`src/rtl/tone_sequencer.sv`:
```
// Steps the tone organ through up to eight notes, gating each note and then a silent gap.
// Define TONE_SEQ_LOOP_EN to loop the sequence forever instead of stopping after the last note.
module tone_sequencer #(
    parameter int unsigned NOTE_CYCLES = 25000000,
    parameter int unsigned GAP_CYCLES  = 2500000,
    parameter int unsigned NUM_NOTES   = 8
) (
    input  logic       inclk,
    input  logic       reset,
    input  logic       start,
    input  logic       stop,
    input  logic       dir,
    output logic [2:0] sel,
    output logic       tone_en,
    output logic       busy,
    output logic [2:0] step,
    output logic       done
);

    typedef enum logic [1:0] {
        IDLE,
        NOTE,
        GAP
    } state_t;

    localparam logic [31:0] NOTE_LAST = 32'(NOTE_CYCLES - 1);
    localparam logic [31:0] GAP_LAST  = 32'(GAP_CYCLES - 1);
    localparam logic [2:0]  STEP_LAST = 3'(NUM_NOTES - 1);
    localparam logic        HAS_GAP   = (GAP_CYCLES != 0);

    state_t      state_q, state_d;
    logic [31:0] cnt_q, cnt_d;
    logic        dir_q, dir_d;
    logic [2:0]  sel_q, sel_d;
    logic [2:0]  step_q, step_d;
    logic        tone_en_q, tone_en_d;
    logic        busy_q, busy_d;
    logic        done_q, done_d;
    logic        advance;
    logic [2:0]  next_step;

    always_comb begin
        state_d   = state_q;
        cnt_d     = cnt_q;
        dir_d     = dir_q;
        sel_d     = sel_q;
        step_d    = step_q;
        tone_en_d = tone_en_q;
        busy_d    = busy_q;
        done_d    = 1'b0;
        advance   = 1'b0;
        next_step = step_q + 3'd1;

        case (state_q)
            IDLE: begin
                if (start && !stop) begin
                    dir_d     = dir;
                    step_d    = 3'd0;
                    sel_d     = dir ? 3'd7 : 3'd0;
                    cnt_d     = '0;
                    tone_en_d = 1'b1;
                    busy_d    = 1'b1;
                    state_d   = NOTE;
                end
            end
            NOTE: begin
                if (stop) begin
                    state_d   = IDLE;
                    tone_en_d = 1'b0;
                    busy_d    = 1'b0;
                    cnt_d     = '0;
                end else if (cnt_q == NOTE_LAST) begin
                    cnt_d     = '0;
                    tone_en_d = 1'b0;
                    if (HAS_GAP) begin
                        state_d = GAP;
                    end else begin
                        advance = 1'b1;
                    end
                end else begin
                    cnt_d = cnt_q + 32'd1;
                end
            end
            GAP: begin
                if (stop) begin
                    state_d   = IDLE;
                    tone_en_d = 1'b0;
                    busy_d    = 1'b0;
                    cnt_d     = '0;
                end else if (cnt_q == GAP_LAST) begin
                    cnt_d   = '0;
                    advance = 1'b1;
                end else begin
                    cnt_d = cnt_q + 32'd1;
                end
            end
            default: begin
                state_d = IDLE;
            end
        endcase

        // Shared step advance, reached from GAP exit or directly from NOTE when there is no gap.
        if (advance) begin
            if (step_q != STEP_LAST) begin
                step_d    = next_step;
                sel_d     = dir_q ? (3'd7 - next_step) : next_step;
                tone_en_d = 1'b1;
                state_d   = NOTE;
            end else begin
`ifdef TONE_SEQ_LOOP_EN
                step_d    = 3'd0;
                sel_d     = dir_q ? 3'd7 : 3'd0;
                tone_en_d = 1'b1;
                state_d   = NOTE;
                done_d    = 1'b1;
`else
                tone_en_d = 1'b0;
                busy_d    = 1'b0;
                done_d    = 1'b1;
                state_d   = IDLE;
`endif
            end
        end
    end

    always_ff @(posedge inclk or posedge reset) begin
        if (reset) begin
            state_q   <= IDLE;
            cnt_q     <= '0;
            dir_q     <= 1'b0;
            sel_q     <= '0;
            step_q    <= '0;
            tone_en_q <= 1'b0;
            busy_q    <= 1'b0;
            done_q    <= 1'b0;
        end else begin
            state_q   <= state_d;
            cnt_q     <= cnt_d;
            dir_q     <= dir_d;
            sel_q     <= sel_d;
            step_q    <= step_d;
            tone_en_q <= tone_en_d;
            busy_q    <= busy_d;
            done_q    <= done_d;
        end
    end

    assign sel     = sel_q;
    assign tone_en = tone_en_q;
    assign busy    = busy_q;
    assign step    = step_q;
    assign done    = done_q;

endmodule

```
`config.mk`:
```
export PLATFORM = sky130hd
export DESIGN_NAME = tone_sequencer
export DESIGN_NICKNAME = d
export VERILOG_FILES = /design/src/rtl/tone_sequencer.sv
export SDC_FILE = /design/constraint.sdc
export NUM_CORES = 1
export LEC_CHECK = 0
export CORE_ASPECT_RATIO = 1.2
export CORE_UTILIZATION = 50
export DETAILED_ROUTE_END_ITERATION = 12
export DONT_BUFFER_PORTS = 1
export PLACE_DENSITY = 0.7
export SLEW_MARGIN = 15
export SYNTH_ARGS = -nofsm -noshare
export SYNTH_HDL_FRONTEND = slang
export SYNTH_SLANG_ARGS = --single-unit
```
`constraint.sdc`:
```
create_clock -name inclk -period 3.4 [get_ports inclk]
set_input_delay 0 -clock inclk [delete_from_list [all_inputs] [get_ports inclk]]
set_output_delay 0 -clock inclk [all_outputs]
set_load 0.05 [all_outputs]
```
== Word-level counts from Yosys, hierarchy flattened ==
Index checks and enable logic that the tools add are counted.

* Flip-flop bits (word level): 44
* Input bits: 5
* Output and inout port bits: 9
* Word-level logic and storage cells: 70

* Add/subtract/negate cells: 3
* Equality and inequality tests: 9
* Multiplexer cells: 40
* Reductions and logical operators: 10

{| class="wikitable"
|+ Operator list
! operator !! count
|-
| $mux 32 || 5
|-
| $pmux 32 s3 || 1
|-
| $add 32x1->32 const B || 1
|-
| $eq 32x22->1 const B || 1
|-
| $eq 32x25->1 const B || 1
|-
| $mux 3 || 10
|-
| $mux 1 || 16
|-
| $mux 2 || 5
|-
| $ne 3x3->1 const B || 3
|-
| $pmux 2 s3 || 1
|-
| $ne 4x4->1 const B || 1
|-
| $reduce_and 2->1 || 2
|-
| $reduce_and 4->1 || 1
|-
| $reduce_bool 4->1 || 1
|-
| $add 3x1->3 const B || 1
|-
| $pmux 1 s3 || 1
|-
| $reduce_and 3->1 || 1
|-
| $reduce_bool 3->1 || 1
|-
| $sub 3x3->3 const A || 1
|-
| $eq 2x1->1 const B || 1
|-
| $eq 2x2->1 const B || 1
|-
| $logic_not 2->1 || 1
|-
| $ne 2x2->1 const B || 1
|-
| $pmux 1 s2 || 1
|-
| other kinds (3) || 3
|}

== Logic depth before layout (Yosys ltp) ==
* Depth in word-level cells: 6
* Gate-level depth with buffers: 9
* Depth with buffers taken out: 8

== Worst setup path before layout ==
No wires, ideal clock.

* Path type: register -> register
* From: register cnt_q[11]
* To: register cnt_q[12]
* Arrival: 2269 ps
* Required time: 3276 ps
* Path slack: 1007 ps
* Stages on the path, launching flop included: 9
* Path buffers: 2
* Clock period less this slack: 2393 ps
* Cell sequence: dfrtp_1 buf_6 or4_1 or4_4 o21ai_4 a31o_4 buf_6 nor4_1 a211o_1

* Word-level cells in the longest chain between the ends: 4
* Elaborated cells on any way between the ends: 8
* Those cells by class: 1 x add/sub; 2 x eq/ne; 5 x mux

{| class="wikitable"
|+ Ends and longest elaborated chain
! item !! RTL line !! source
|-
| start: declaration || 32 || <nowiki>logic [31:0] cnt_q, cnt_d;</nowiki>
|-
| start signal: assignment || 138 || <nowiki>cnt_q <= cnt_d;</nowiki>
|-
| $add 32x1->32, or another cell as far along || 81, 94 ||
|-
| $mux 32, on equally long branches || 90, 72 ||
|-
| $mux 32, on equally long branches || 85, 67 ||
|-
| $pmux 32 s3 (*) || 54 || <nowiki>case (state_q)</nowiki>
|}

Mark *: on every way between the ends. The rest lies on a longest branch, timed or not.
A chain may end at the register's enable or synchronous reset.

== Worst setup path in the final report ==
* From: register cnt_q[11]
* To: register cnt_q[18]

The elaborated chain is that of the path after synthesis.

==> impl_metrics.tcl <==
set metrics [dict create \
    hold_slack_ns 0.03985 \
    yosysTopAreaCell "dfrtp_1" \
    max-slew-margin-rel_pct 38.84 \
    cts_made_buffers 5 \
    synth_edf_count 0 \
    grt_max_degree 45 \
    final_common_cell "dfrtp_1" \
    grt_pass1_vias 2124 \
    synth_area_leaders "dfrtp_1 (42%), nand2_1 (6.0%), nand3_1 (4.7%), ha_1 (3.8%), xor2_1 (3.0%)" \
    max_slew.worst_pin.slew_ns 0.9160 \
    fin_crit_ns 2.722 \
    syn_area_per_cell_um2 8.949 \
    ys_warn_count 0 \
    netlist_instances 296 \
    r2r-start "cnt_q[11]$_DFFE_PP0P_" \
    worstHoldEndpoint "done$_DFF_PP0_" \
    finalNetCount 308 \
    clkLatencyLatePin_ns 0.30 \
    nFillCells 455 \
    cts_root_buf "clkbuf_8" \
    report.final.hold_viol_count 0 \
    final_cell_mix "dfrtp_1 (44), nand2_1 (42), nand3_1 (25)" \
    synth-seq-area-share_pct 41.57 \
    diodes 0 \
    tns_ns 0 \
    remaining_drc_errors 0 \
    die_h_um 81.73 \
    overflow 0 \
    ys_types 51 \
    first_pass_iters 4 \
    setup_viol 0 \
    cts_resized 0 \
    ys_seq_elements 44 \
    io_pins 14 \
    cp_slowest_cell "or4_1" \
    netlist_area_um2 2649 \
    p_per_area_nw_per_um2 560.7 \
    period_share_pct 80.05 \
    dieWidth_um 68.44 \
    clock_sinks 44 \
    viasPerCell 6.281 \
    routed_wl_mm 6.069 \
    fp-row-count 28 \
    grt_usage_pct 24.50 \
    path_max_fanout 19 \
    hold_depth 2 \
    cpLargestDelayFamily "simple AND/OR/NAND/NOR gates" \
    die_area_um2 5594 \
    h-tree-depth 2 \
    final-max-slew-violation-count 0 \
    cp.required_ns 3.55 \
    preCtsSetupSlack_ns 0.7216 \
    dp_cells 345 \
    rsz0062_at_grt "no" \
    r2r-end "cnt_q[18]$_DFFE_PP0P_" \
    hpwl_mm 4.195 \
    synth_async_sr_flop_share_pct 100.0 \
    startpoint_type "flop" \
    portBuffers 0 \
    slowest_delay_ns 0.55 \
    drtIter0Drc 143 \
    globalplace.congestion 0.8634 \
    dr_total_vias 2236 \
    reg2reg_depth 6 \
    status "finished clean" \
    cp_data_arrival_time_ns 2.87 \
    stdcell_count 356 \
    hold_start "stop" \
    syn_to_final_growth_pct 5.810 \
    power_leakage_nw 1.168 \
    setup_ws_ns 0.6783 \
    antenna_found_initial 0 \
    postRouteAntennaNets 0 \
    min_path_type "primary input to flop" \
    ys.flop_type "dfrtp_1" \
    path_clk_slew_ns 0.09 \
    grt_pass1_wl_mm 10.06 \
    worstPathCellList "or4_1 > or4_4 > o21ai_4 > a31oi_4 > nor2_2 > a211oi_1" \
    synth_top_area_share_pct 41.57 \
    core_um2 5010 \
    ff2ff_setup_slack_ns 0.68 \
    wl_per_cell_um 17.05 \
    drive_above_1_share_pct 6.757 \
    clockBufferDepth 2 \
    critical_path.startpoint "cnt_q[11]$_DFFE_PP0P_" \
    cts_tree "built" \
    crit_type "flop to flop" \
    syn_nets 309 \
    fin_skew_ns 0.007819 \
    fmax_mhz 367.4 \
    p_total_mw 1.571 \
    ir_worst_vdd_uv 525.4 \
    drv_cap 0 \
    start_util_pct 52.87 \
    crit_buf_inv 0 \
    end_kind "flop" \
]
## per-stage QoR
stage	util, %	cell area (um2)
6_report	55.94	2803
5_1_grt	55.94	2803
4_1_cts	55.94	2803
3_5_place_dp	53.12	2661
3_3_place_gp	53.12	2661
2_1_floorplan	-	2649
## layer usage
layer  vias up  wire length [um]  global-route usage, %
li1       1086                 -                      -
met1      1087              2749                  30.42
met2        47              2954                  40.69
met3        16               191                  4.861
met4         0               173                  10.63
met5         -                 0                      0
## flip-flops by register name (all words and copies together) (netlist names)
register  cells
busy          1
tone_en       1
state_q       2
dir_q         1
step          3
cnt_q        32
sel           3
done          1
## power breakdown
part | total [mW] | leakage (nW) | switching, mW | internal [mW]
combinational | 0.448 | 0.512 | 0.305 | 0.143
sequential | 0.714 | 0.602 | 0.146 | 0.568
clock | 0.409 | 0.0541 | 0.192 | 0.218
total | 1.57 | 1.17 | 0.643 | 0.929
## synthesized netlist by cell type, types with 2 or more instances
library cell,number
xnor2_1,3
a21o_1,2
a211oi_1,2
mux2i_1,2
ha_1,8
o31ai_1,6
nand3_1,25
a211o_1,2
o311ai_0,7
or2_2,2
nand2_1,42
a31oi_1,3
nand3b_1,3
dfrtp_1,44
nor4_1,7
clkbuf_1,7
nor3_1,9
and2_1,3
o21ai_0,10
nor2_1,18
or3_1,9
inv_1,12
or4_1,2
and4_1,5
nand2b_1,3
a21oi_1,8
xor2_1,9
nor2b_1,3
and3_1,5
buf_6,3
nand4_1,12
## worst register-to-register path, stage by stage, from the launching register on
cell      delay [ns]
dfrtp_1         0.48
or4_1           0.55
or4_4           0.54
o21ai_4         0.21
a31oi_4         0.27
nor2_2          0.43
a211oi_1        0.09
## worst max path at each step
stage	to	slack (ns)	cells past startpoint
4_1_cts	cnt_q[18]$_DFFE_PP0P_	0.70	6
6_report	cnt_q[18]$_DFFE_PP0P_	0.68	6
2_1_floorplan	cnt_q[12]$_DFFE_PP0P_	1.01	8
5_1_grt	cnt_q[18]$_DFFE_PP0P_	0.54	6
3_3_place_gp	cnt_q[18]$_DFFE_PP0P_	0.77	6
3_5_place_dp	cnt_q[29]$_DFFE_PP0P_	0.72	6
## timing repair
action | 4_1_cts | 5_1_grt
hold buffers | 3 | 0
endpoints found under the hold margin | 47 | 0
setup buffers | 0 | 0
## logic make-up (layout without fill, tap and decap cells)
logic type / count (synthesis) / in the layout / synth area share [%]
multiplexers: 2 / 2 / 0.7558
AND/OR/NAND/NOR: 154 / 154 / 30.70
adder cells (fa/ha/maj): 8 / 8 / 3.779
flip-flops: 44 / 44 / 41.57
AO/OA/AOI/OAI: 52 / 52 / 14.88
buffers and inverters: 24 / 24 / 4.345
XOR/XNOR: 12 / 12 / 3.968
## final cells by class
class	instances	area [um2]	area share, %
multi-input cells	228	1433	51.12
flip-flops and latches	44	1101	39.29
well taps	60	75.07	2.679
clock buffers	5	68.82	2.455
inverters	12	45.04	1.607
clock inverters	3	42.54	1.518
repair buffers	4	37.54	1.339
No activity file was read; power rests on OpenSTA's default activity.
